**src/rtl/dmem_access_unit.sv**
```systemverilog
// dmem_access_unit: MEM-stage load/store initiator with req/ack handshake, lane steering and timeout
module dmem_access_unit #(
  parameter int DM_ADDRESS = 9,
  parameter int DATA_W     = 32,
  parameter int TIMEOUT    = 255
) (
  input  logic                  clk,
  input  logic                  reset,
  input  logic                  MemRead,
  input  logic                  MemWrite,
  input  logic [DM_ADDRESS-1:0] a,
  input  logic [DATA_W-1:0]     wd,
  input  logic [2:0]            Funct3,
  output logic [DATA_W-1:0]     rd,
  output logic                  busy,
  output logic                  done,
  output logic                  misalign,
  output logic                  err,
  output logic                  mem_req,
  output logic                  mem_we,
  output logic [DM_ADDRESS-3:0] mem_addr,
  output logic [3:0]            mem_be,
  output logic [DATA_W-1:0]     mem_wdata,
  input  logic [DATA_W-1:0]     mem_rdata,
  input  logic                  mem_ack
);
  localparam int CW = $clog2(TIMEOUT + 1);
  typedef enum logic [1:0] {IDLE, WAIT, RESP} state_t;
  state_t state, state_nx;
  logic req, wr, is_b, is_h, mis, accept, to_hit;
  logic [1:0] off;
  logic [2:0] f3_q;
  logic [CW-1:0] cnt;
  logic [3:0] be_nx;
  logic [DATA_W-1:0] wdata_nx, lane, load_val;
  // decode the pipeline request: size, alignment, acceptance and outgoing lanes
  always_comb begin
    req = MemRead | MemWrite;
    wr = MemWrite & ~MemRead;
    is_b = (Funct3 == 3'b000) || (Funct3 == 3'b100);
    is_h = (Funct3 == 3'b001) || (Funct3 == 3'b101);
    mis = is_h ? a[0] : (!is_b && a[1:0] != 2'b00);
    misalign = (state == IDLE) && req && mis;
    accept = (state == IDLE) && req && !mis;
    busy = accept || (state == WAIT);
    done = (state == RESP);
    to_hit = (state == WAIT) && !mem_ack && (cnt == CW'(TIMEOUT - 1));
    be_nx = !wr ? 4'b1111 : is_b ? 4'b0001 << a[1:0] : is_h ? 4'b0011 << a[1:0] : 4'b1111;
    wdata_nx = is_b ? {4{wd[7:0]}} : is_h ? {2{wd[15:0]}} : wd;
  end
  // select the addressed lane of the returned word and extend it
  always_comb begin
    lane = mem_rdata >> {off, 3'b000};
    load_val = (f3_q == 3'b000) ? {{24{lane[7]}}, lane[7:0]} :
               (f3_q == 3'b100) ? {24'd0, lane[7:0]} :
               (f3_q == 3'b001) ? {{16{lane[15]}}, lane[15:0]} :
               (f3_q == 3'b101) ? {16'd0, lane[15:0]} : mem_rdata;
  end
  // next state: IDLE -> WAIT on accept, WAIT -> RESP on ack or timeout, RESP -> IDLE always
  always_comb begin
    state_nx = state;
    state_nx = accept ? WAIT :
               ((state == WAIT) && (mem_ack || to_hit)) ? RESP :
               (state == RESP) ? IDLE : state;
  end
  // state register
  always_ff @(posedge clk or negedge reset) begin
    if (!reset) state <= IDLE;
    else state <= state_nx;
  end
  // request issue/hold, load capture, timeout counting and sticky error
  always_ff @(posedge clk or negedge reset) begin
    if (!reset) begin
      rd <= '0;
      err <= 1'b0;
      mem_req <= 1'b0;
      mem_we <= 1'b0;
      mem_addr <= '0;
      mem_be <= '0;
      mem_wdata <= '0;
      cnt <= '0;
      off <= '0;
      f3_q <= '0;
    end else if (accept) begin
      off <= a[1:0];
      f3_q <= Funct3;
      mem_we <= wr;
      mem_addr <= a[DM_ADDRESS-1:2];
      mem_be <= be_nx;
      mem_wdata <= wdata_nx;
      mem_req <= 1'b1;
      err <= 1'b0;
      cnt <= '0;
    end else if (state == WAIT) begin
      if (mem_ack) begin
        mem_req <= 1'b0;
        if (!mem_we) rd <= load_val;
      end else if (to_hit) begin
        mem_req <= 1'b0;
        err <= 1'b1;
        if (!mem_we) rd <= '0;
      end else begin
        cnt <= cnt + 1'b1;
      end
    end
  end
endmodule

```
**config.mk**
```make
export PLATFORM = sky130hd
export DESIGN_NAME = dmem_access_unit
export DESIGN_NICKNAME = d
export VERILOG_FILES = /design/src/rtl/dmem_access_unit.sv
export SDC_FILE = /design/constraint.sdc
export NUM_CORES = 1
export LEC_CHECK = 0
export CAP_MARGIN = 20
export CORE_MARGIN = 2
export CORE_UTILIZATION = 41
export DETAILED_ROUTE_END_ITERATION = 10
export PLACE_DENSITY = 0.78
export SETUP_SLACK_MARGIN = 0.5
export SLEW_MARGIN = 20
export SYNTH_ARGS = -nofsm -noshare
export SYNTH_HDL_FRONTEND = slang
export SYNTH_SLANG_ARGS = --single-unit
export TNS_END_PERCENT = 10
```
**constraint.sdc**
```tcl
create_clock -name clk -period 1.69 [get_ports clk]
set_input_delay 0.4225 -clock clk [delete_from_list [all_inputs] [get_ports clk]]
set_output_delay 0.4225 -clock clk [all_outputs]
set_load 0.1 [all_outputs]
```
After elaboration in Yosys (flattened, before gate mapping)
Cells that the tools add are included.
W data, S select, Z words.
{"block": "op_classes", "add_sub_neg": 1, "mul": 0, "div": 0, "order_cmp": 0, "eq_ne": 13, "shift": 3, "n_mux": 29, "n_bitwise": 4, "n_reduce_logical": 27}
{"op": "$mux W32", "n": 10}
{"op": "$mux W8", "n": 4}
{"op": "$shr A32 B5 Y16", "n": 1}
{"op": "$eq A3 B3 Y1 const B", "n": 4}
{"op": "$mux W4", "n": 3}
{"op": "$mux W1", "n": 9}
{"op": "$add A8 B1 Y8 const B", "n": 1}
{"op": "$eq A8 B8 Y1 const B", "n": 1}
{"op": "$reduce_bool A2 Y1", "n": 4}
{"op": "$logic_and A1 B1 Y1", "n": 7}
{"op": "$eq A3 B1 Y1 const B", "n": 2}
{"op": "$logic_not A3 Y1", "n": 2}
{"op": "$mux W2", "n": 3}
{"op": "$ne A2 B2 Y1 const B", "n": 3}
{"op": "$reduce_and A3 Y1", "n": 2}
{"op": "$reduce_bool A3 Y1", "n": 2}
{"op": "$reduce_and A5 Y1", "n": 1}
{"op": "$logic_or A1 B1 Y1", "n": 4}
{"op": "$shl A1 B2 Y4 const A", "n": 1}
{"op": "$shl A2 B2 Y4 const A", "n": 1}
{"op": "$logic_not A1 Y1", "n": 3}
{"op": "$eq A2 B1 Y1 const B", "n": 1}
{"op": "$eq A2 B2 Y1 const B", "n": 1}
{"op": "$logic_not A2 Y1", "n": 1}
{"op": "other kinds (5)", "n": 6}
{"block": "word_totals", "register_bits": 93, "latchBits": 0, "mem_bits_rw": 0, "mem_bits_ro": 0, "input_bits": 81, "out_inout_bits": 81, "word_cells": 88, "memories": 0}

Longest topological paths before layout
Gate-level depths: netlist (run 1).
{"block": "depth", "word_depth": 9, "depth_mapped": 8, "depth_no_buf": 6}

Worst setup path after synthesis (run 1)
No wires, ideal clock.
{"block": "synth_timing", "kind": "in2out", "from": "input Funct3[0]", "to": "output misalign", "t_arrival_ps": 5551, "required_time_ps": 1267, "setup_slack_ps": -4283, "path_stages": 3, "path_buffers": 1, "path_cell_list": "clkbuf_1 nand3b_1 a2111oi_0"}
{"block": "synth_between", "elab_chain_cells": 6, "elab_cells_between_ends": 10}
{"element": "start: declaration", "line_no": "13", "text": "input logic [2:0] Funct3,"}
{"element": "$eq A3 B3 Y1 or $logic_not A3 Y1 (tied branches)", "line_no": "40", "text": "is_b = (Funct3 == 3'b000) || (Funct3 == 3'b100);"}
{"element": "$logic_or A1 B1 Y1", "line_no": "40"}
{"element": "$logic_not A1 Y1", "line_no": "42", "text": "mis = is_h ? a[0] : (!is_b && a[1:0] != 2'b00);"}
{"element": "$logic_and A1 B1 Y1", "line_no": "42"}
{"element": "$mux W1 (*)", "line_no": "42"}
{"element": "$logic_and A1 B1 Y1 (*)", "line_no": "43", "text": "misalign = (state == IDLE) && req && mis;"}
{"element": "end: declaration", "line_no": "17", "text": "output logic misalign,"}
Mark *: on every way between the ends. The rest lies on a longest branch, timed or not.

Worst setup path after layout (run 1)
{"block": "layout_timing", "from": "register state[0]", "to": "output busy"}
{"block": "layout_between", "elab_chain_cells": 4, "elab_cells_between_ends": 5}
{"element": "start: declaration", "line_no": "29", "text": "state_t state, state_nx;"}
{"element": "start signal: assignment", "line_no": "69", "text": "else state <= state_nx;"}
{"element": "$logic_not A2 Y1", "line_no": "44", "text": "accept = (state == IDLE) && req && !mis;"}
{"element": "$logic_and A1 B1 Y1 (2 in series)", "line_no": "44"}
{"element": "$logic_or A1 B1 Y1 (*)", "line_no": "45", "text": "busy = accept || (state == WAIT);"}
{"element": "end: declaration", "line_no": "15", "text": "output logic busy,"}
Marks and branches as above.

==> results.toml, run 1 <==
[worst_setup_path]
worstSetupPathType = "register to output pin"
max_stage_delay_ps = 420
cp.required_ps = 1270
cp-end-kind = "output pin"
critical_path.slowest_cell = "dfrtp_1"
worstPathCellList = "nor2_2, nand4b_1, buf_6, nand2_8, buf_12"
worstPathMaxFanout = 2
rrSetupSlack_ps = -170
start_kind = "register"
worstRegToRegCells = 5
cp.arrival_ps = 1490

[global_route]
grt_max_degree = 41
track_usage_pct = 28.0
grt_overflow_total = 0
grt_pass1_vias = 5095
antenna_found_initial = 0
grt_pass1_wl_um = 27300

[layout]
final_area_um2 = 9040
finalNetCount = 781
instances_no_fill = 842
drive_gt1_share_pct = 44.1
antenna_cells = 0
syn_to_final_growth_pct = 92.5

[placement]
place_hpwl_um = 11300
dpl_worst_slack_ps = -702
place.gp.congestion = 0.959
dp_cells = 802
port_buffers = 161
dpl_cell_area_um2 = 7660

[timing]
setup_slack_ps = -219
max_freq_ghz = 0.524
fin_worst_skew_ps = 5.91
relSlewSlack_pct = 48.9
hold_violations = 0
period_share_pct = 113
finalSetupTns_ps = -4110
fin_crit_ps = 1910
finalSetupViolCount = 38
rsz0062_at_grt = "yes"
maxSlewViolCount = 0
worstMarginPinSlew_ps = 762

[route]
route.detailed.drc = 0
vias = 4952
avgViaCountPerCell = 5.88
drt-total-wl_um = 19300
ant_nets = 0
first_iter_violations = 367
wire_per_inst_um = 23.0
first_pass_iters = 5

[yosys]
syn_nets = 570
synth.avg_cell_area_um2 = 9.72
netlist_instances = 483
syn_area_um2 = 4690
synth_sequential_area_ratio_pct = 49.6
synthDistinctLibCells = 47
ys_ff_latch = 93
ys_warn_count = 0

[min_path]
hold_depth = 4
hold_class = "primary input to register"

[run_status]
outcome = "complete, but fails checks"
violations = "setup timing"

[cts]
root_buffer = "clkbuf_16"
h-tree-depth = 3
clkSlewWorstSetupHoldPaths_ps = 70
clockBufferDepth = 2
cts_buffers = 9
clock_sinks = 93
clk-insertion-delay-late_ps = 350
cts_tree = "yes"

[die]
core_area_um2 = 11300
die_h_um = 111
boundaryPins = 162
row_count = 39
die_w_um = 111
start_util_pct = 41.6
die-area_um2 = 12300

[run]
cap_violations = 0
## area by class of cell
cell class | count | area [µm²]
timing repair buffer | 234 | 3370
multi-input combinational | 348 | 2760
sequential | 93 | 2360
fill | 607 | 2240
clock buffer | 10 | 229
tap | 143 | 179
clock inverter | 6 | 111
inverter | 8 | 37.5
## logic make-up (layout without fill, tap and decap cells)
family	after synthesis	count (layout)	share of synthesized area (%)
AO/OA/AOI/OAI	153	153	21.9
XOR/XNOR	1	1	0.187
adder cells (fa/ha/maj)	6	6	1.60
buffers and inverters	42	258	4.08
flip-flops	93	93	49.6
multiplexers	36	36	7.94
AND/OR/NAND/NOR	152	152	14.7
## layer usage
layer / part of all wire (%) / vias to the layer above / global-route usage (%)
met5: 0 / - / 0
met1: 37 / 2429 / 32.6
met4: 4.4 / 0 / 11.9
met3: 7.6 / 75 / 8.04
met2: 51 / 270 / 48.4
li1: - / 2178 / -
## registers in the layout, indices dropped and copies added (netlist names), 2 cells and up
signal / cells
off: 2
mem_wdata: 32
mem_addr: 7
mem_be: 4
rd: 32
cnt: 8
f3_q: 3
state: 2
## placed cells by master, fill, tap and decap left out, drive strengths merged, types with 7 or more instances in the layout
cell type        n
o211ai           9
a211oi          22
a32o             8
clkdlybuf4s50   69
inv              7
nor2            22
nand2           99
a22oi            8
dfrtp           93
clkbuf          12
o2bb2ai         24
a21oi           37
buf            154
mux2i           35
o21ai           35
## path summary, 6_finish.rpt
kind	startpoint	endpoint
worst max-delay path	state[0]	busy
worst min-delay path	a[0]	off[0]
worst max register to register	off[0]	rd[19]
worst min register to register	mem_wdata[0]	mem_wdata[0]
max in group asynchronous	reset	mem_wdata[8]
min in group asynchronous	reset	rd[24]
## worst max-delay path, delay by kind of cell (launching register included)
kind                   cells  cell delay, ps
flip-flops                 1             420
buffers and inverters      2             340
AND/OR/NAND/NOR            3             380
## through the flow
step                      hold WS, ps  utilization [%]
after global placement            335             68.0
after floorplan                   127                -
after detailed placement          339             68.0
final                             409             80.2
after global routing              415             80.2
after CTS                         409             75.7
## synthesized netlist by cell type (all sizes together)
library cell / count / area, µm²
nor4: 2 / 33.8
ha: 6 / 75.1
nand4: 1 / 6.26
o31ai: 2 / 15.0
nand4b: 1 / 8.76
o21bai: 1 / 7.51
a31oi: 1 / 6.26
and4b: 1 / 10.0
dfrtp: 93 / 2330
nand2: 99 / 372
o211ai: 9 / 67.6
a2111oi: 1 / 8.76
clkbuf: 17 / 63.8
nand3b: 3 / 22.5
a21o: 1 / 7.51
or3: 2 / 12.5
or4: 2 / 15.0
nor2: 22 / 85.1
nand3: 5 / 25.0
o21a: 3 / 22.5
mux4: 1 / 22.5
a21boi: 1 / 11.3
clkinv: 1 / 3.75
o21ai: 35 / 179
nor3: 2 / 10.0
a21oi: 37 / 185
buf: 17 / 97.6
mux2i: 35 / 350
inv: 7 / 26.3
a22oi: 8 / 60.1
a211oi: 22 / 165
or2: 1 / 6.26
nor2b: 1 / 6.26
nor3b: 3 / 33.8
o2bb2ai: 24 / 210
a32o: 8 / 80.1
nand2b: 6 / 37.5
xnor2: 1 / 8.76
and2b: 1 / 7.51
## what timing repair did
action / in CTS / in global routing
gates cloned: 8 / 2
endpoints found under the hold margin: 20 / 0
hold buffers: 1 / 0
resized for setup: 120 / 107
endpoints found under the setup margin: 174 / 174
pin swaps: 37 / 33
buffers inserted: 10 / 3
Power of run 1 is not shown: default switching activity piles up to over one toggle a cycle in this logic, so the estimate is an artifact.
==> run 2, diff against run 1 <==
--- a/config.mk
+++ b/config.mk
@@ -9,6 +9,7 @@
 export CORE_MARGIN = 2
 export CORE_UTILIZATION = 41
 export DETAILED_ROUTE_END_ITERATION = 10
+export HOLD_SLACK_MARGIN = 0.15
 export PLACE_DENSITY = 0.78
 export SETUP_SLACK_MARGIN = 0.5
 export SLEW_MARGIN = 20
==> results of run 2 <==
Same layout as run 1: the final DEF is identical, and so are final timing and power.
Power of run 2 is left out for the same reason.
==> run 3, diff against run 2 <==
--- a/config.mk
+++ b/config.mk
@@ -10,7 +10,7 @@
 export CORE_UTILIZATION = 41
 export DETAILED_ROUTE_END_ITERATION = 10
 export HOLD_SLACK_MARGIN = 0.15
-export PLACE_DENSITY = 0.78
+export PLACE_DENSITY = 0.86
 export SETUP_SLACK_MARGIN = 0.5
 export SLEW_MARGIN = 20
 export SYNTH_ARGS = -nofsm -noshare
==> run 3 against run 2 <==
Compared with the run above:
- the flow still finishes with violations (setup timing)
- worst hold slack lost 4.9 ps
- register-to-register slack gained 80 ps
- flip-flop and latch count is the same
- final area shrank 4.6%
- non-clock buffer count shrank 7
- sequential share of layout area grew 1.1 points
- critical endpoint unchanged
==> results.toml, run 3 (same netlist as run 1, synthesis figures left out) <==
[run_status]
outcome = "complete, but fails checks"
violations = "setup timing"

[timing]
fin_crit_ps = 1920
hold_violations = 0
period_share_pct = 113
rsz0062_at_grt = "yes"
finalSetupViolCount = 24
max_freq_ghz = 0.522
worstMarginPinSlew_ps = 630
relSlewSlack_pct = 57.9
fin_worst_skew_ps = 8.02
maxSlewViolCount = 0
setup_slack_ps = -226

[cts]
clk-insertion-delay-late_ps = 330
cts_tree = "yes"
h-tree-depth = 3
cts_buffers = 9
clockBufferDepth = 2
clkSlewWorstSetupHoldPaths_ps = 70
clock_sinks = 93
root_buffer = "clkbuf_16"

[worst_setup_path]
start_kind = "register"
cp-end-kind = "output pin"
worstSetupPathType = "register to output pin"
cp.required_ps = 1270
cp.arrival_ps = 1490
worstPathMaxFanout = 4

[layout]
drive_gt1_share_pct = 38.6
layout_commonest_cell = "buf_12"
final_area_um2 = 8620
final_util_pct = 76.5
reg.largest.list = "mem_wdata: 32 flops, rd: 32 flops, cnt: 8 flops"
finalNetCount = 774
syn_to_final_growth_pct = 83.7
antenna_cells = 0
final_cell_mix = "90 x buf_12, 79 x dfrtp_1, 68 x clkdlybuf4s50_1"

[route]
first_iter_violations = 309
drt-total-wl_um = 17200
route.detailed.drc = 0
vias = 4833
first_pass_iters = 6
avgViaCountPerCell = 5.79
wire_per_inst_um = 20.6
ant_nets = 0

[placement]
port_buffers = 161
place.gp.congestion = 1.00
dpl_cell_area_um2 = 7650
place_hpwl_um = 11800

[die]
boundaryPins = 162
row_count = 39
die_w_um = 111
die_h_um = 111
start_util_pct = 41.6
die-area_um2 = 12300
core_area_um2 = 11300

[global_route]
grt_max_degree = 63
grt_pass1_wl_um = 26000
grt_pass1_vias = 5061
grt_overflow_total = 0
antenna_found_initial = 0
track_usage_pct = 26.2

[min_path]
hold_class = "primary input to register"

[run]
cap_violations = 0
[run 3: final cells by class]
class / instances / area (µm²)
clock buffers: 10 / 239
clock inverters: 5 / 60.1
fillers: 654 / 2650
inverters: 8 / 37.5
multi-input cells: 348 / 2640
flip-flops and latches: 93 / 2340
well taps: 143 / 179
repair buffers: 227 / 3130
[run 3: routing by layer]
layer	share of wire, %	track usage [%]	routed length, µm	up-vias
met4	2.5	9.58	422	0
li1	-	-	-	2157
met2	52	45.4	8900	260
met5	0	0	0	-
met1	37	30.6	6360	2381
met3	8.8	8.31	1510	35
[run 3: repair_timing]
item / in CTS / in global routing
hold buffers: 1 / 0
hold endpoints to repair: 24 / 0
buffers inserted: 8 / 6
gates resized for setup: 59 / 125
pin swaps: 22 / 41
cloned: 2 / 0
setup endpoints to repair: 174 / 220
[run 3: worst paths after layout]
path                            cells after the start            end          start  slack, ps
worst max-delay path                                5           busy       state[1]       -230
worst min-delay path                                4        f3_q[1]      Funct3[1]        400
worst max register to register                      6         rd[20]         off[0]        -90
worst min register to register                      2  mem_wdata[11]  mem_wdata[11]        540
max in group asynchronous                           3  mem_wdata[15]          reset        630
min in group asynchronous                           2         off[0]          reset        580
[run 3: stage by stage]
stage          hold WS [ps]  setup TNS [ps]  worst slack [ps]  std cells
2_1_floorplan           127            -749              -668        483
3_3_place_gp            367          -36890              -712        802
3_5_place_dp            372          -41330              -760        802
4_1_cts                 420           -4200              -225        828
5_1_grt                 403           -4640              -304        834
6_report                404           -1580              -226        834
[run 3: worst max-delay path: stages, from the launching register on]
cell      delay [ps]
dfrtp_2          450
nor2_2           150
nand4b_1         160
buf_6            180
nand2_8           50
buf_12           170
Power of run 3 is left out for the same reason.
